**src/rtl/brg_xcel_pkg.sv**
```systemverilog
// Shared definitions for the accelerator master arbiter: op encoding,
// requester index type and the arbiter lock states.
package brg_xcel_pkg;

  localparam int unsigned REQ_IDX_W = 1;

  localparam logic OP_LOAD  = 1'b0;
  localparam logic OP_STORE = 1'b1;

  typedef logic [REQ_IDX_W-1:0] req_idx_t;

  typedef enum logic {
    ARB_OPEN   = 1'b0,
    ARB_LOCKED = 1'b1
  } arb_state_e;

endpackage

```
**src/rtl/brg_xcel_master_arbiter_if.sv**
```systemverilog
// Bundle of requester, endpoint and response signals around the master arbiter.
// The master modport is the arbiter's view; slave is the surrounding system's.
interface brg_xcel_master_arbiter_if #(
  parameter int unsigned data_width_p    = 32,
  parameter int unsigned addr_width_p    = 32,
  parameter int unsigned load_id_width_p = 11,
  parameter int unsigned max_out_loads_p = 16
);
  localparam int unsigned MASK_W = data_width_p / 8;
  localparam int unsigned OPQ_W  = load_id_width_p - 1;
  localparam int unsigned CNT_W  = $clog2(max_out_loads_p + 1);

  logic [1:0]                   req_v_i;
  logic [1:0]                   req_type_i;
  logic [1:0][addr_width_p-1:0] req_addr_i;
  logic [1:0][data_width_p-1:0] req_data_i;
  logic [1:0][MASK_W-1:0]       req_mask_i;
  logic [1:0][OPQ_W-1:0]        req_opq_i;
  logic [1:0]                   req_ready_o;

  logic                         out_v_o;
  logic                         out_type_o;
  logic [addr_width_p-1:0]      out_addr_o;
  logic [data_width_p-1:0]      out_data_o;
  logic [MASK_W-1:0]            out_mask_o;
  logic [load_id_width_p-1:0]   out_opq_o;
  logic                         out_ready_i;

  logic                         ret_v_i;
  logic [data_width_p-1:0]      ret_data_i;
  logic [load_id_width_p-1:0]   ret_opq_i;
  logic [1:0]                   ret_v_o;
  logic [data_width_p-1:0]      ret_data_o;
  logic [OPQ_W-1:0]             ret_opq_o;

  logic [CNT_W-1:0]             loads_out_o;
  logic                         err_o;

  modport master (
    input  req_v_i, req_type_i, req_addr_i, req_data_i, req_mask_i, req_opq_i,
    output req_ready_o,
    output out_v_o, out_type_o, out_addr_o, out_data_o, out_mask_o, out_opq_o,
    input  out_ready_i,
    input  ret_v_i, ret_data_i, ret_opq_i,
    output ret_v_o, ret_data_o, ret_opq_o,
    output loads_out_o, err_o
  );

  modport slave (
    output req_v_i, req_type_i, req_addr_i, req_data_i, req_mask_i, req_opq_i,
    input  req_ready_o,
    input  out_v_o, out_type_o, out_addr_o, out_data_o, out_mask_o, out_opq_o,
    output out_ready_i,
    output ret_v_i, ret_data_i, ret_opq_i,
    input  ret_v_o, ret_data_o, ret_opq_o,
    input  loads_out_o, err_o
  );

endinterface

```
**src/rtl/brg_rr_arb2.sv**
```systemverilog
// Two-input round-robin arbiter with a grant lock that holds an offered
// request until the endpoint accepts it.
module brg_rr_arb2
  import brg_xcel_pkg::*;
(
  input  logic       clk_i,
  input  logic       reset_i,
  input  logic [1:0] elig_i,
  input  logic       ready_i,
  output req_idx_t   grant_c
);

  arb_state_e state_q, state_d;
  req_idx_t   last_q, last_d;
  req_idx_t   lock_idx_q, lock_idx_d;
  logic       valid_c;
  logic       xfer_c;

  // Locked grant wins; otherwise favour whichever requester was not served last.
  always_comb begin
    state_d    = state_q;
    last_d     = last_q;
    lock_idx_d = lock_idx_q;
    grant_c    = ~last_q;

    if (state_q == ARB_LOCKED) begin
      grant_c = lock_idx_q;
    end else if (elig_i[0] && !elig_i[1]) begin
      grant_c = req_idx_t'(0);
    end else if (elig_i[1] && !elig_i[0]) begin
      grant_c = req_idx_t'(1);
    end

    valid_c = elig_i[grant_c];
    xfer_c  = valid_c && ready_i;

    // A locked load that loses eligibility (counter full) keeps its lock.
    if (xfer_c) begin
      state_d = ARB_OPEN;
      last_d  = grant_c;
    end else if (valid_c) begin
      state_d    = ARB_LOCKED;
      lock_idx_d = grant_c;
    end
  end

  always_ff @(posedge clk_i) begin
    if (reset_i) begin
      state_q    <= ARB_OPEN;
      last_q     <= req_idx_t'(1);
      lock_idx_q <= req_idx_t'(0);
    end else begin
      state_q    <= state_d;
      last_q     <= last_d;
      lock_idx_q <= lock_idx_d;
    end
  end

endmodule

```
**src/rtl/brg_xcel_master_arbiter.sv**
```systemverilog
// Arbitrates two accelerator requesters onto one endpoint, caps outstanding
// loads and routes load responses back by the requester bit of the load id.
module brg_xcel_master_arbiter
  import brg_xcel_pkg::*;
#(
  parameter int unsigned data_width_p    = 32,
  parameter int unsigned addr_width_p    = 32,
  parameter int unsigned load_id_width_p = 11,
  parameter int unsigned max_out_loads_p = 16
) (
  input logic                 clk_i,
  input logic                 reset_i,
  brg_xcel_master_arbiter_if.master bus
);

  localparam int unsigned MASK_W = data_width_p / 8;
  localparam int unsigned OPQ_W  = load_id_width_p - 1;
  localparam int unsigned CNT_W  = $clog2(max_out_loads_p + 1);

  logic [CNT_W-1:0]        loads_q, loads_d;
  logic                    err_q, err_d;
  logic [1:0]              elig_c;
  req_idx_t                grant_c;
  logic                    out_v_c;
  logic                    load_xfer_c;
  logic [addr_width_p-1:0] out_addr_c;
  logic [data_width_p-1:0] out_data_c;
  logic [MASK_W-1:0]       out_mask_c;
  logic [OPQ_W-1:0]        out_opq_c;
  logic [1:0]              req_ready_c;
  logic [1:0]              ret_v_c;

  // Stores are always eligible; loads only while a slot is free.
  always_comb begin
    elig_c = 2'b00;
    for (int i = 0; i < 2; i++) begin
      elig_c[i] = bus.req_v_i[i] &&
                  (bus.req_type_i[i] == OP_STORE || loads_q < CNT_W'(max_out_loads_p));
    end
  end

  brg_rr_arb2 u_rr (
    .clk_i   (clk_i),
    .reset_i (reset_i),
    .elig_i  (elig_c),
    .ready_i (bus.out_ready_i),
    .grant_c (grant_c)
  );

  always_comb begin
    out_v_c     = !reset_i && elig_c[grant_c];
    out_addr_c  = bus.req_addr_i[grant_c];
    out_data_c  = bus.req_data_i[grant_c];
    out_mask_c  = bus.req_mask_i[grant_c];
    out_opq_c   = bus.req_opq_i[grant_c];
    load_xfer_c = out_v_c && bus.out_ready_i && (bus.req_type_i[grant_c] == OP_LOAD);
    req_ready_c = 2'b00;
    for (int i = 0; i < 2; i++) begin
      req_ready_c[i] = out_v_c && bus.out_ready_i && (grant_c == req_idx_t'(i));
    end
  end

  // Response steering by the requester bit carried in the load id MSB.
  always_comb begin
    ret_v_c = 2'b00;
    if (!reset_i && bus.ret_v_i) begin
      ret_v_c[bus.ret_opq_i[load_id_width_p-1]] = 1'b1;
    end
  end

  // A return with nothing outstanding is a protocol error and never underflows.
  always_comb begin
    loads_d = loads_q;
    err_d   = err_q;
    if (bus.ret_v_i && loads_q == '0) begin
      err_d = 1'b1;
    end
    if (load_xfer_c && !bus.ret_v_i) begin
      loads_d = loads_q + CNT_W'(1);
    end else if (!load_xfer_c && bus.ret_v_i && loads_q != '0) begin
      loads_d = loads_q - CNT_W'(1);
    end
  end

  always_ff @(posedge clk_i) begin
    if (reset_i) begin
      loads_q <= '0;
      err_q   <= 1'b0;
    end else begin
      loads_q <= loads_d;
      err_q   <= err_d;
    end
  end

  assign bus.req_ready_o = req_ready_c;
  assign bus.out_v_o     = out_v_c;
  assign bus.out_type_o  = bus.req_type_i[grant_c];
  assign bus.out_addr_o  = out_addr_c;
  assign bus.out_data_o  = out_data_c;
  assign bus.out_mask_o  = out_mask_c;
  assign bus.out_opq_o   = {grant_c, out_opq_c};
  assign bus.ret_v_o     = ret_v_c;
  assign bus.ret_data_o  = bus.ret_data_i;
  assign bus.ret_opq_o   = bus.ret_opq_i[OPQ_W-1:0];
  assign bus.loads_out_o = loads_q;
  assign bus.err_o       = err_q;

endmodule

```
**src/flat_wrapper.sv**
```systemverilog
// flat-port wrapper written by rule: the top's interface ports become plain ports
module brg_xcel_master_arbiter_flat import brg_xcel_pkg::*;
#(
  parameter int unsigned data_width_p    = 32,
  parameter int unsigned addr_width_p    = 32,
  parameter int unsigned load_id_width_p = 11,
  parameter int unsigned max_out_loads_p = 16
)
  (clk_i, reset_i, bus_req_v_i, bus_req_type_i, bus_req_addr_i, bus_req_data_i, bus_req_mask_i, bus_req_opq_i, bus_req_ready_o, bus_out_v_o, bus_out_type_o, bus_out_addr_o, bus_out_data_o, bus_out_mask_o, bus_out_opq_o, bus_out_ready_i, bus_ret_v_i, bus_ret_data_i, bus_ret_opq_i, bus_ret_v_o, bus_ret_data_o, bus_ret_opq_o, bus_loads_out_o, bus_err_o);
  brg_xcel_master_arbiter_if #(.data_width_p(data_width_p), .addr_width_p(addr_width_p), .load_id_width_p(load_id_width_p), .max_out_loads_p(max_out_loads_p)) bus_i ();
  input logic clk_i;
  input logic reset_i;
  input wire logic [$bits(bus_i.req_v_i)-1:0] bus_req_v_i;
  input wire logic [$bits(bus_i.req_type_i)-1:0] bus_req_type_i;
  input wire logic [$bits(bus_i.req_addr_i)-1:0] bus_req_addr_i;
  input wire logic [$bits(bus_i.req_data_i)-1:0] bus_req_data_i;
  input wire logic [$bits(bus_i.req_mask_i)-1:0] bus_req_mask_i;
  input wire logic [$bits(bus_i.req_opq_i)-1:0] bus_req_opq_i;
  output wire logic [$bits(bus_i.req_ready_o)-1:0] bus_req_ready_o;
  output wire logic [$bits(bus_i.out_v_o)-1:0] bus_out_v_o;
  output wire logic [$bits(bus_i.out_type_o)-1:0] bus_out_type_o;
  output wire logic [$bits(bus_i.out_addr_o)-1:0] bus_out_addr_o;
  output wire logic [$bits(bus_i.out_data_o)-1:0] bus_out_data_o;
  output wire logic [$bits(bus_i.out_mask_o)-1:0] bus_out_mask_o;
  output wire logic [$bits(bus_i.out_opq_o)-1:0] bus_out_opq_o;
  input wire logic [$bits(bus_i.out_ready_i)-1:0] bus_out_ready_i;
  input wire logic [$bits(bus_i.ret_v_i)-1:0] bus_ret_v_i;
  input wire logic [$bits(bus_i.ret_data_i)-1:0] bus_ret_data_i;
  input wire logic [$bits(bus_i.ret_opq_i)-1:0] bus_ret_opq_i;
  output wire logic [$bits(bus_i.ret_v_o)-1:0] bus_ret_v_o;
  output wire logic [$bits(bus_i.ret_data_o)-1:0] bus_ret_data_o;
  output wire logic [$bits(bus_i.ret_opq_o)-1:0] bus_ret_opq_o;
  output wire logic [$bits(bus_i.loads_out_o)-1:0] bus_loads_out_o;
  output wire logic [$bits(bus_i.err_o)-1:0] bus_err_o;
  assign bus_i.req_v_i = bus_req_v_i;
  assign bus_i.req_type_i = bus_req_type_i;
  assign bus_i.req_addr_i = bus_req_addr_i;
  assign bus_i.req_data_i = bus_req_data_i;
  assign bus_i.req_mask_i = bus_req_mask_i;
  assign bus_i.req_opq_i = bus_req_opq_i;
  assign bus_req_ready_o = bus_i.req_ready_o;
  assign bus_out_v_o = bus_i.out_v_o;
  assign bus_out_type_o = bus_i.out_type_o;
  assign bus_out_addr_o = bus_i.out_addr_o;
  assign bus_out_data_o = bus_i.out_data_o;
  assign bus_out_mask_o = bus_i.out_mask_o;
  assign bus_out_opq_o = bus_i.out_opq_o;
  assign bus_i.out_ready_i = bus_out_ready_i;
  assign bus_i.ret_v_i = bus_ret_v_i;
  assign bus_i.ret_data_i = bus_ret_data_i;
  assign bus_i.ret_opq_i = bus_ret_opq_i;
  assign bus_ret_v_o = bus_i.ret_v_o;
  assign bus_ret_data_o = bus_i.ret_data_o;
  assign bus_ret_opq_o = bus_i.ret_opq_o;
  assign bus_loads_out_o = bus_i.loads_out_o;
  assign bus_err_o = bus_i.err_o;
  brg_xcel_master_arbiter #(.data_width_p(data_width_p), .addr_width_p(addr_width_p), .load_id_width_p(load_id_width_p), .max_out_loads_p(max_out_loads_p)) u_core (.clk_i(clk_i), .reset_i(reset_i), .bus(bus_i));
endmodule
```
**config.mk**
```make
export PLATFORM = sky130hd
export DESIGN_NAME = brg_xcel_master_arbiter_flat
export DESIGN_NICKNAME = d
export VERILOG_FILES = /design/src/rtl/brg_xcel_pkg.sv /design/src/rtl/brg_xcel_master_arbiter_if.sv /design/src/rtl/brg_rr_arb2.sv /design/src/rtl/brg_xcel_master_arbiter.sv /design/src/flat_wrapper.sv
export SDC_FILE = /design/constraint.sdc
export NUM_CORES = 1
export LEC_CHECK = 0
export BUFFER_PORTS_ARGS = -buffer_cell sky130_fd_sc_hd__buf_2
export CORE_AREA = 3 3 133 135
export DETAILED_ROUTE_END_ITERATION = 7
export DIE_AREA = 0 0 136 138
export GPL_TIMING_DRIVEN = 0
export HOLD_SLACK_MARGIN = 0.03
export PLACE_DENSITY = 0.46
export RECOVER_POWER = 25
export REMOVE_ABC_BUFFERS = 1
export SYNTH_ARGS = -nofsm -noshare
export SYNTH_HDL_FRONTEND = slang
export SYNTH_SLANG_ARGS = --single-unit
```
**constraint.sdc**
```tcl
create_clock -name clk_i -period 3.5 [get_ports clk_i]
set_input_delay 0.7 -clock clk_i [delete_from_list [all_inputs] [get_ports clk_i]]
set_output_delay 0.7 -clock clk_i [all_outputs]
set_load 0.03 [all_outputs]
```
After elaboration in Yosys (flattened, before gate mapping)
Index checks and enable logic that the tools add are counted.
{"block": "word_totals", "reg_bits": 9, "wordCells": 63, "output_inout_bits": 133, "inputBits": 207}
{"block": "op_classes", "n_lt_le_gt_ge": 4, "n_mux": 20, "bitwise": 4, "reduce_logical": 28, "addsub": 2}
{"operator": "2-to-1 mux 32 bit", "count": 4}
{"operator": "2-to-1 mux 10 bit", "count": 2}
{"operator": "logical AND 1 bit", "count": 16}
{"operator": "2-to-1 mux 5 bit", "count": 2}
{"operator": "2-to-1 mux 1 bit", "count": 8}
{"operator": "2-to-1 mux 4 bit", "count": 2}
{"operator": "adder 5 x 1 -> 5 bit (second input constant)", "count": 1}
{"operator": "zero test 1 bit", "count": 5}
{"operator": "zero test 5 bit", "count": 1}
{"operator": "< comparator 5 bit (second input constant)", "count": 1}
{"operator": "nonzero test 5 bit", "count": 1}
{"operator": "subtractor 5 x 1 -> 5 bit (second input constant)", "count": 1}
{"operator": "< comparator 1 x 2 -> 1 bit (second input constant)", "count": 2}
{"operator": "inverter 1 bit", "count": 4}
{"operator": "logical OR 1 bit", "count": 2}
{"operator": "2-to-1 mux 2 bit", "count": 1}
{"operator": "AND reduction 2 bit", "count": 1}
{"operator": "nonzero test 2 bit", "count": 1}
{"operator": "OR reduction 2 bit", "count": 1}
{"operator": "demux 1 bit (select 1 bit)", "count": 1}
{"operator": "greater-or-equal comparator 1 bit (second input constant)", "count": 1}

Longest topological paths before layout
Gate-level depths: netlist (run 1).
{"block": "logic_depth", "ltp_word": 18, "ltp_mapped": 11, "ltp_nobuf": 11}

By module
A second synthesis (run 1) with hierarchy kept.
{"block": "hier_totals", "hier_cells": 216, "area_unflattened_um2": 1968.1}
{"module": "brg_xcel_master_arbiter", "seq_area_each_um2": 120.1, "area_per_inst_um2": 1778.0, "cells_each": 194, "instances": 1}
{"module": "brg_rr_arb2", "seq_area_each_um2": 60.1, "area_per_inst_um2": 190.2, "cells_each": 22, "instances": 1}

Worst setup path before layout (run 1)
OpenSTA, ideal clock, no wires.
{"block": "synth_path", "path_type": "input to register", "startpoint": "input bus_req_type_i[1]", "endpoint": "register u_core.loads_q[4], in the netlist u_core.bus.loads_out_o[4]", "stages": 11, "setup_slack_ps": 389, "n_path_buf": 0, "setup_ps": 121, "t_arrival_ps": 2990, "required_ps": 3379, "cell_sequence": "nand2b_2 o211a_1 o311ai_4 nand4_2 clkinv_2 fa_1 inv_1 a21o_1 a21oi_1 mux2i_4 mux2_4"}
{"block": "synth_via", "elab_chain_cells": 15, "elab_cells_between_ends": 22, "classes_between": "mux (8); bitwise (1); reduce/logical (13)"}
{"element": "from (decl)", "line": "flat_wrapper.sv:14", "rtl": "input wire logic [$bits(bus_i.req_type_i)-1:0] bus_req_type_i;"}
{"element": "logical OR 1 bit", "line": "brg_xcel_master_arbiter.sv:38", "rtl": "(bus.req_type_i[i] == OP_STORE || loads_q < CNT_W'(max_out_loads_p));"}
{"element": "logical AND 1 bit", "line": "brg_xcel_master_arbiter.sv:37", "rtl": "elig_c[i] = bus.req_v_i[i] &&"}
{"element": "logical AND 1 bit / zero test 1 bit (equally long branches)", "line": "brg_rr_arb2.sv:30, brg_rr_arb2.sv:28"}
{"element": "2-to-1 mux 1 bit / logical AND 1 bit (equally long branches)", "line": "brg_rr_arb2.sv:30, brg_rr_arb2.sv:28"}
{"element": "2-to-1 mux 1 bit", "line": "brg_rr_arb2.sv:28", "rtl": "end else if (elig_i[0] && !elig_i[1]) begin"}
{"element": "2-to-1 mux 1 bit", "line": "brg_rr_arb2.sv:26", "rtl": "if (state_q == ARB_LOCKED) begin"}
{"element": "2-to-1 mux 1 bit (not written as such) (2 in series)", "line": "brg_xcel_master_arbiter.sv:51", "rtl": "out_v_c = !reset_i && elig_c[grant_c];"}
{"element": "logical AND 1 bit", "line": "brg_xcel_master_arbiter.sv:51"}
{"element": "logical AND 1 bit", "line": "brg_xcel_master_arbiter.sv:56", "rtl": "load_xfer_c = out_v_c && bus.out_ready_i && (bus.req_type_i[grant_c] == OP_LOAD);"}
{"element": "logical AND 1 bit (*)", "line": "brg_xcel_master_arbiter.sv:56"}
{"element": "zero test 1 bit", "line": "brg_xcel_master_arbiter.sv:80", "rtl": "end else if (!load_xfer_c && bus.ret_v_i && loads_q != '0) begin"}
{"element": "logical AND 1 bit (2 in series)", "line": "brg_xcel_master_arbiter.sv:80"}
{"element": "nonzero test 2 bit (no source line)"}
{"element": "to (signal assigned)", "line": "brg_xcel_master_arbiter.sv:90", "rtl": "loads_q <= loads_d;"}
{"element": "to (decl)", "line": "brg_xcel_master_arbiter.sv:20", "rtl": "logic [CNT_W-1:0] loads_q, loads_d;"}
Every way passes the cells marked *; elsewhere a longest branch is shown, timed or not. The select of a mux whose other input is x is not followed.
A chain may end at the register's enable or synchronous reset.

Worst setup path after layout (run 1)
{"block": "layout_path", "startpoint": "input bus_req_type_i[1]", "endpoint": "output bus_out_addr_o[25]"}
{"block": "layout_via", "elab_chain_cells": 8, "elab_cells_between_ends": 10, "classes_between": "mux (5); reduce/logical (5)"}
{"element": "logical OR 1 bit (*)", "line": "brg_xcel_master_arbiter.sv:38"}
{"element": "logical AND 1 bit (*)", "line": "brg_xcel_master_arbiter.sv:37"}
{"element": "logical AND 1 bit / zero test 1 bit (equally long branches)", "line": "brg_rr_arb2.sv:30, brg_rr_arb2.sv:28"}
{"element": "2-to-1 mux 1 bit / logical AND 1 bit (equally long branches)", "line": "brg_rr_arb2.sv:30, brg_rr_arb2.sv:28"}
{"element": "2-to-1 mux 1 bit (*)", "line": "brg_rr_arb2.sv:28"}
{"element": "2-to-1 mux 1 bit (*)", "line": "brg_rr_arb2.sv:26"}
{"element": "2-to-1 mux 32 bit (not written as such) (*) (2 in series)", "line": "brg_xcel_master_arbiter.sv:52", "rtl": "out_addr_c = bus.req_addr_i[grant_c];"}
{"element": "to (decl)", "line": "flat_wrapper.sv:22", "rtl": "output wire logic [$bits(bus_i.out_addr_o)-1:0] bus_out_addr_o;"}
Marks and branches as above.

==> results of run 1 <==
layout by cell type, fill, tap and decap left out, types with 3 or more instances in the layout:
cell type	instances
a21oi_1	7
buf_2	255
buf_8	4
clkbuf_16	3
dfxtp_1	9
ha_1	3
inv_1	6
nand2_1	242
nor2_1	8
nor3_1	5
o21ai_0	5
registers in the layout, indices dropped and copies added, names as in the netlist:
register,count
u_core.bus.err_o,1
u_core.bus.loads_out_o,5
u_core.u_rr.last_q,1
u_core.u_rr.lock_idx_q,1
u_core.u_rr.state_q,1
layout make-up:
type	count	area (sq um)
fillers	1933	13180
multi-input cells	308	1479
repair buffers	261	1351
well taps	220	275.3
flip-flops and latches	9	180.2
clock buffers	4	78.83
inverters	8	36.28
kinds of logic after synthesis:
group	after synthesis
mux	2
xor+xnor	2
compound gates	29
fa+ha+maj	4
simple gates	271
flops	9
buf+inv	70
per-stage QoR:
step | instance area [sq um] | setup slack, ps | total power (W) | util | TNS, ps
final | 3401 | 274.5 | 0.002179 | 0.2051 | 0
after global routing | 3401 | 98.89 | 0.002363 | 0.2051 | 0
after CTS | 3398 | 59.73 | 0.002211 | 0.2049 | 0
after detailed placement | 3304 | -48.82 | 0.001979 | 0.1993 | -313.5
after global placement | 3228 | -11300 | 0.002035 | 0.1947 | -914540
after floorplan | 1677 | -5434 | 0.001435 | - | -447860
final timing paths:
path | end | slack [ps] | cells past startpoint
worst min register to register | u_core.bus.err_o | 470 | 2
worst max-delay path | bus_out_addr_o[25] | 270 | 11
worst max register to register | u_core.bus.loads_out_o[4] | 440 | 11
worst min-delay path | u_core.bus.err_o | 470 | 2
timing repair:
item | in CTS | in global routing
gates resized for setup | 0 | 1
hold buffers | 0 | 0
pin swaps | 1 | 0
setup endpoints to repair | 21 | 9
buffers inserted | 2 | 0
power breakdown:
part | total (W) | switching (W) | internal [W] | leakage, nW
logic | 0.00178 | 0.00120 | 0.000577 | 2.00
registers | 0.000190 | 0.0000516 | 0.000138 | 0.0743
clock network | 0.000208 | 0.0000556 | 0.000153 | 0.0382
metal layers:
metal | GRT usage | vias to the layer above
met4 | 0.02228 | 0
met5 | 0.007937 | -
met3 | 0.06577 | 11
met2 | 0.1692 | 222
li1 | - | 1570
met1 | 0.1227 | 1281
tightest hold or removal path, stage by stage, from the launching register on:
cell	delay [ps]
dfxtp_1	330
a21oi_1	40
nor2_1	70
==> flow_metrics.env, run 1 <==
export IMPL_yosys_top_cells_count="nand2_1 (242), buf_4 (43), clkbuf_1 (11)"
export IMPL_period_minus_slack_ps=3225
export IMPL_post_drt_wl_per_cell_microns=13.35
export IMPL_cp_max_fo=20
export IMPL_r2r_start="u_core.bus.loads_out_o[4]"
export IMPL_holdWs_ps=472.7
export IMPL_grt_pass1_wl_mm=16.09
export IMPL_path_delay_family="buffers and inverters"
export IMPL_finClkSkew_ps=1.172
export IMPL_met3_length_mm=1.737
export IMPL_layout_drive_gt1_share=0.4763
export IMPL_synth_top_family_by_area="simple AND/OR/NAND/NOR gates"
export IMPL_synth_compound_area_frac=0.1251
export IMPL_cp_cell_sequence="buf_2 -> nand2b_2 -> o211a_1 -> o31ai_4 -> buf_4 -> buf_8 -> buf_8 -> buf_8 -> nand2_1 -> nand2_1 -> buf_2"
export IMPL_vias=3084
export IMPL_rows=47
export IMPL_grt_max_degree=82
export IMPL_worstMarginPinSlew_ps=620.5
export IMPL_fp_dieW_microns=136
export IMPL_synth_seq_cells=9
export IMPL_dieHeight_microns=138
export IMPL_core_area_sq_um=16580
export IMPL_gp_congestion=0.7593
export IMPL_finalMaxSlewViolations=0
export IMPL_synthAdderAreaFrac=0.02766
export IMPL_grt_pass1_vias=3011
export IMPL_cp_start_kind="input port"
export IMPL_cp_startpoint="bus_req_type_i[1]"
export IMPL_overflow=0
export IMPL_cts_htree_levels=1
export IMPL_p_per_area_nw_per_um2=640.6
export IMPL_async_flop_share=0
export IMPL_yosys_area_top_type="nand2_1"
export IMPL_cp_buffers_inverters=6
export IMPL_start_util=0.1255
export IMPL_status="finished, final reports clean"
export IMPL_cp_slowest_stage_delay_ps=240
export IMPL_dp_cells=804
export IMPL_path_common_cell="buf_8"
export IMPL_synth_simple_gate_area_frac=0.5250
export IMPL_netlist_area_sq_um=2081
export IMPL_clock_latency_ps=240
export IMPL_max_cap_violations=0
export IMPL_synthToLayoutAreaGrowth_pct=63.44
export IMPL_avgViaCountPerCell=3.807
export IMPL_synth_cell_types=43
export IMPL_synth_edf_count=0
export IMPL_grtUsageTotal=0.1069
export IMPL_synthMuxAreaShare=0.01804
export IMPL_port_buffers=255
export IMPL_period_share=0.9216
export IMPL_fmax_mhz=310.0
export IMPL_wl_met2_mm=4.782
export IMPL_finalNonFillerCells=810
export IMPL_cts_buffer_depth=2
export IMPL_layout_nets=802
export IMPL_setup_viol=0
export IMPL_synth_seq_area_share=0.08659
export IMPL_path_class="input port to primary output"
export IMPL_cts_tree="yes"
export IMPL_hold_viol=0
export IMPL_cts_buffers=3
export IMPL_wl_met1_mm=4.155
export IMPL_ys_top_cells_by_area="nand2_1 (44%), buf_4 (16%), dfxtp_1 (8.7%)"
export IMPL_critPathSlowestCell="nand2b_2"
export IMPL_vdd_drop_max_uv=229.5
export IMPL_hp_class="flip-flop to flip-flop"
export IMPL_antenna_cells=0
export IMPL_yosys_area_top_type_share=0.4366
export IMPL_io_pins=340
export IMPL_dr_max_layer_used="met4"
export IMPL_synth_main_ff_cell="dfxtp_1"
export IMPL_drtIter0Drc=87
export IMPL_end_kind="primary output"
export IMPL_root_buffer="clkbuf_16"
export IMPL_remaining_drc_errors=0
export IMPL_rsz0062_at_grt="false"
export IMPL_clkTransAtPathRegs_ps=40
export IMPL_dp_hpwl_mm=8.994
export IMPL_syn_avg_cell_area_sq_um=5.377
export IMPL_worst_endpoint_required_ps=2800
export IMPL_critPathArrivalTime_ps=2530
export IMPL_antenna_found_initial=0
export IMPL_synthXorXnorAreaFrac=0.008419
export IMPL_p_leak_nw=2.116
export IMPL_dieArea_sq_um=18770
export IMPL_first_pass_iters=4
export IMPL_ant_nets=0
export IMPL_clock_sinks=9
export IMPL_routed_wl_mm=10.81
export IMPL_max_slew_margin=0.5864
export IMPL_synth_most_common_cell="nand2_1"
export IMPL_synthCells=387
export IMPL_yosysWarningCount=0
export IMPL_hold_start="u_core.bus.err_o"
Note: power is estimated with default switching activity, not from simulation.
==> run 2: changes to the inputs <==
--- a/config.mk
+++ b/config.mk
@@ -14,6 +14,7 @@
 export PLACE_DENSITY = 0.46
 export RECOVER_POWER = 25
 export REMOVE_ABC_BUFFERS = 1
+export SETUP_SLACK_MARGIN = 0.5
 export SYNTH_ARGS = -nofsm -noshare
 export SYNTH_HDL_FRONTEND = slang
 export SYNTH_SLANG_ARGS = --single-unit
==> run 2 against run 1 <==
Effect of this change:
- largest cell class is now buffers
- design area rose by 17%
- total power grew 17%
- highest routed layer unchanged
- worst hold slack improved by 5.7 ps
- critical path type unchanged
==> flow_metrics.env, run 2 (synthesis gave the netlist of run 1 again) <==
export IMPL_clock_sinks=9
export IMPL_hold_start="u_core.bus.err_o"
export IMPL_avgViaCountPerCell=3.848
export IMPL_r2r_start="u_core.bus.loads_out_o[4]"
export IMPL_cts_tree="yes"
export IMPL_path_class="input port to primary output"
export IMPL_dieArea_sq_um=18770
export IMPL_hold_end="u_core.bus.err_o"
export IMPL_drtIter0Drc=99
export IMPL_r2r_slack_ps=680
export IMPL_finalMaxSlewViolations=0
export IMPL_start_util=0.1255
export IMPL_grt_max_degree=82
export IMPL_grt_pass1_wl_mm=16.55
export IMPL_dieHeight_microns=138
export IMPL_final_common_cell="nand2_1"
export IMPL_reg2regPathDepth=9
export IMPL_remaining_drc_errors=0
export IMPL_cp_start_kind="input port"
export IMPL_fp_dieW_microns=136
export IMPL_worst_endpoint_required_ps=2800
export IMPL_p_leak_nw=2.336
export IMPL_max_slew_margin=0.6533
export IMPL_antenna_found_initial=0
export IMPL_finClkSkew_ps=2.144
export IMPL_vias=3190
export IMPL_clkTransAtPathRegs_ps=40
export IMPL_setup_viol=0
export IMPL_grtUsageMet3=0.06686
export IMPL_p_per_area_nw_per_um2=640.0
export IMPL_hp_class="flip-flop to flip-flop"
export IMPL_postCtsHoldBufs=0
export IMPL_n_fill_cell=1885
export IMPL_r2r_end="u_core.bus.loads_out_o[4]"
export IMPL_first_pass_iters=4
export IMPL_use_met1=0.1262
export IMPL_fin_ws_ps=551.2
export IMPL_cts_htree_levels=1
export IMPL_met2_usage=0.1765
export IMPL_utilization=0.2401
export IMPL_layout_nets=821
export IMPL_dp_hpwl_mm=8.994
export IMPL_max_cap_violations=0
export IMPL_ant_nets=0
export IMPL_antenna_cells=0
export IMPL_end_kind="primary output"
export IMPL_grtUsageTotal=0.1101
export IMPL_io_pins=340
export IMPL_grt_busiest_layer="met2"
export IMPL_period_minus_slack_ps=2949
export IMPL_root_buffer="clkbuf_16"
export IMPL_port_buffers=255
export IMPL_final_cell_mix="nand2_1 (231), buf_2 (214), buf_4 (28), buf_6 (22), dfxtp_1 (9)"
export IMPL_hold_depth=2
export IMPL_hold_viol=0
export IMPL_period_share=0.8425
export IMPL_worstMarginPinSlew_ps=520.0
export IMPL_fmax_mhz=339.1
export IMPL_critPathArrivalTime_ps=2250
export IMPL_power_w=0.002548
export IMPL_rsz0062_at_grt="true"
export IMPL_status="finished, final reports clean"
export IMPL_gp_congestion=0.7593
export IMPL_largest_reg_flops=5
export IMPL_clock_latency_ps=240
export IMPL_synthToLayoutAreaGrowth_pct=91.34
export IMPL_layout_drive_gt1_share=0.5205
export IMPL_cts_buffers=3
export IMPL_vdd_drop_max_uv=231.2
export IMPL_post_drt_wl_per_cell_microns=14.24
export IMPL_tns_ps=0
export IMPL_rows=47
export IMPL_core_area_sq_um=16580
export IMPL_overflow=0
export IMPL_grt_pass1_vias=3077
export IMPL_routed_wl_mm=11.81
export IMPL_cp_max_fo=8
export IMPL_dp_slack_ps=-48.82
export IMPL_cts_buffer_depth=2
run 2: cell types whose count changed in the layout (fill, tap and decap cells not counted), moves of 2 or more:
cell	previous run	this run
nand2_2	0	8
nand2_1	242	231
buf_6	0	22
buf_2	255	214
clkbuf_16	3	7
buf_8	4	0
nand2_4	0	3
clkbuf_4	0	6
buf_12	0	5
buf_4	2	28
a21oi_1	7	5
run 2: area by class of cell:
| class | instances | area (sq um) | share of cell area |
|---|---|---|---|
| Clock buffer | 4 | 78.83 | 0.01980 |
| Inverter | 8 | 61.31 | 0.01540 |
| Multi-Input combinational cell | 308 | 1579 | 0.3966 |
| Sequential cell | 9 | 180.2 | 0.04525 |
| Tap cell | 220 | 275.3 | 0.06914 |
| Timing Repair Buffer | 280 | 1807 | 0.4538 |
run 2: per-stage QoR:
step	std cells	instance area (sq um)	hold WS, ps
2_1_floorplan	325	1677	480.2
3_3_place_gp	800	3228	448.4
3_5_place_dp	804	3304	455.0
4_1_cts	816	3553	467.9
5_1_grt	829	3981	478.3
6_report	829	3981	478.4
run 2: per-layer routing:
metal  wire [microns]  part of all wire
met5                0                 0
met4              122             0.010
met3             1792              0.15
met2             5302              0.45
met1             4591              0.39
run 2: repair_timing:
action	in CTS	in global routing
resized for setup	17	112
setup buffers	7	8
cloned	1	5
pin swaps	4	8
endpoints found under the setup margin	83	61
run 2: worst max path at each step:
stage	start	endpoint	cells past startpoint
after floorplan	bus_req_type_i[1]	bus_out_v_o	6
after global placement	bus_req_type_i[1]	bus_out_addr_o[2]	8
after detailed placement	bus_req_type_i[1]	bus_out_opq_o[7]	8
after CTS	bus_req_v_i[0]	bus_out_addr_o[7]	10
after global routing	bus_req_type_i[1]	bus_out_addr_o[24]	10
final	bus_req_type_i[1]	bus_out_data_o[26]	11
run 2: worst max-delay path: stages:
cell and delay [ps]:
buf_6 100, nand2b_4 150, o211a_4 170, o31ai_4 220, buf_6 200, buf_12 140
buf_12 140, clkbuf_16 150, nand2_1 50, nand2_1 70, buf_6 130
run 2: where the power goes:
| group | internal, W | leakage, nW | switching (W) |
|---|---|---|---|
| clock | 0.000153 | 0.0382 | 0.0000564 |
| sequential | 0.000138 | 0.0743 | 0.0000603 |
| combinational | 0.000843 | 2.22 | 0.00130 |
| total | 0.00113 | 2.34 | 0.00141 |
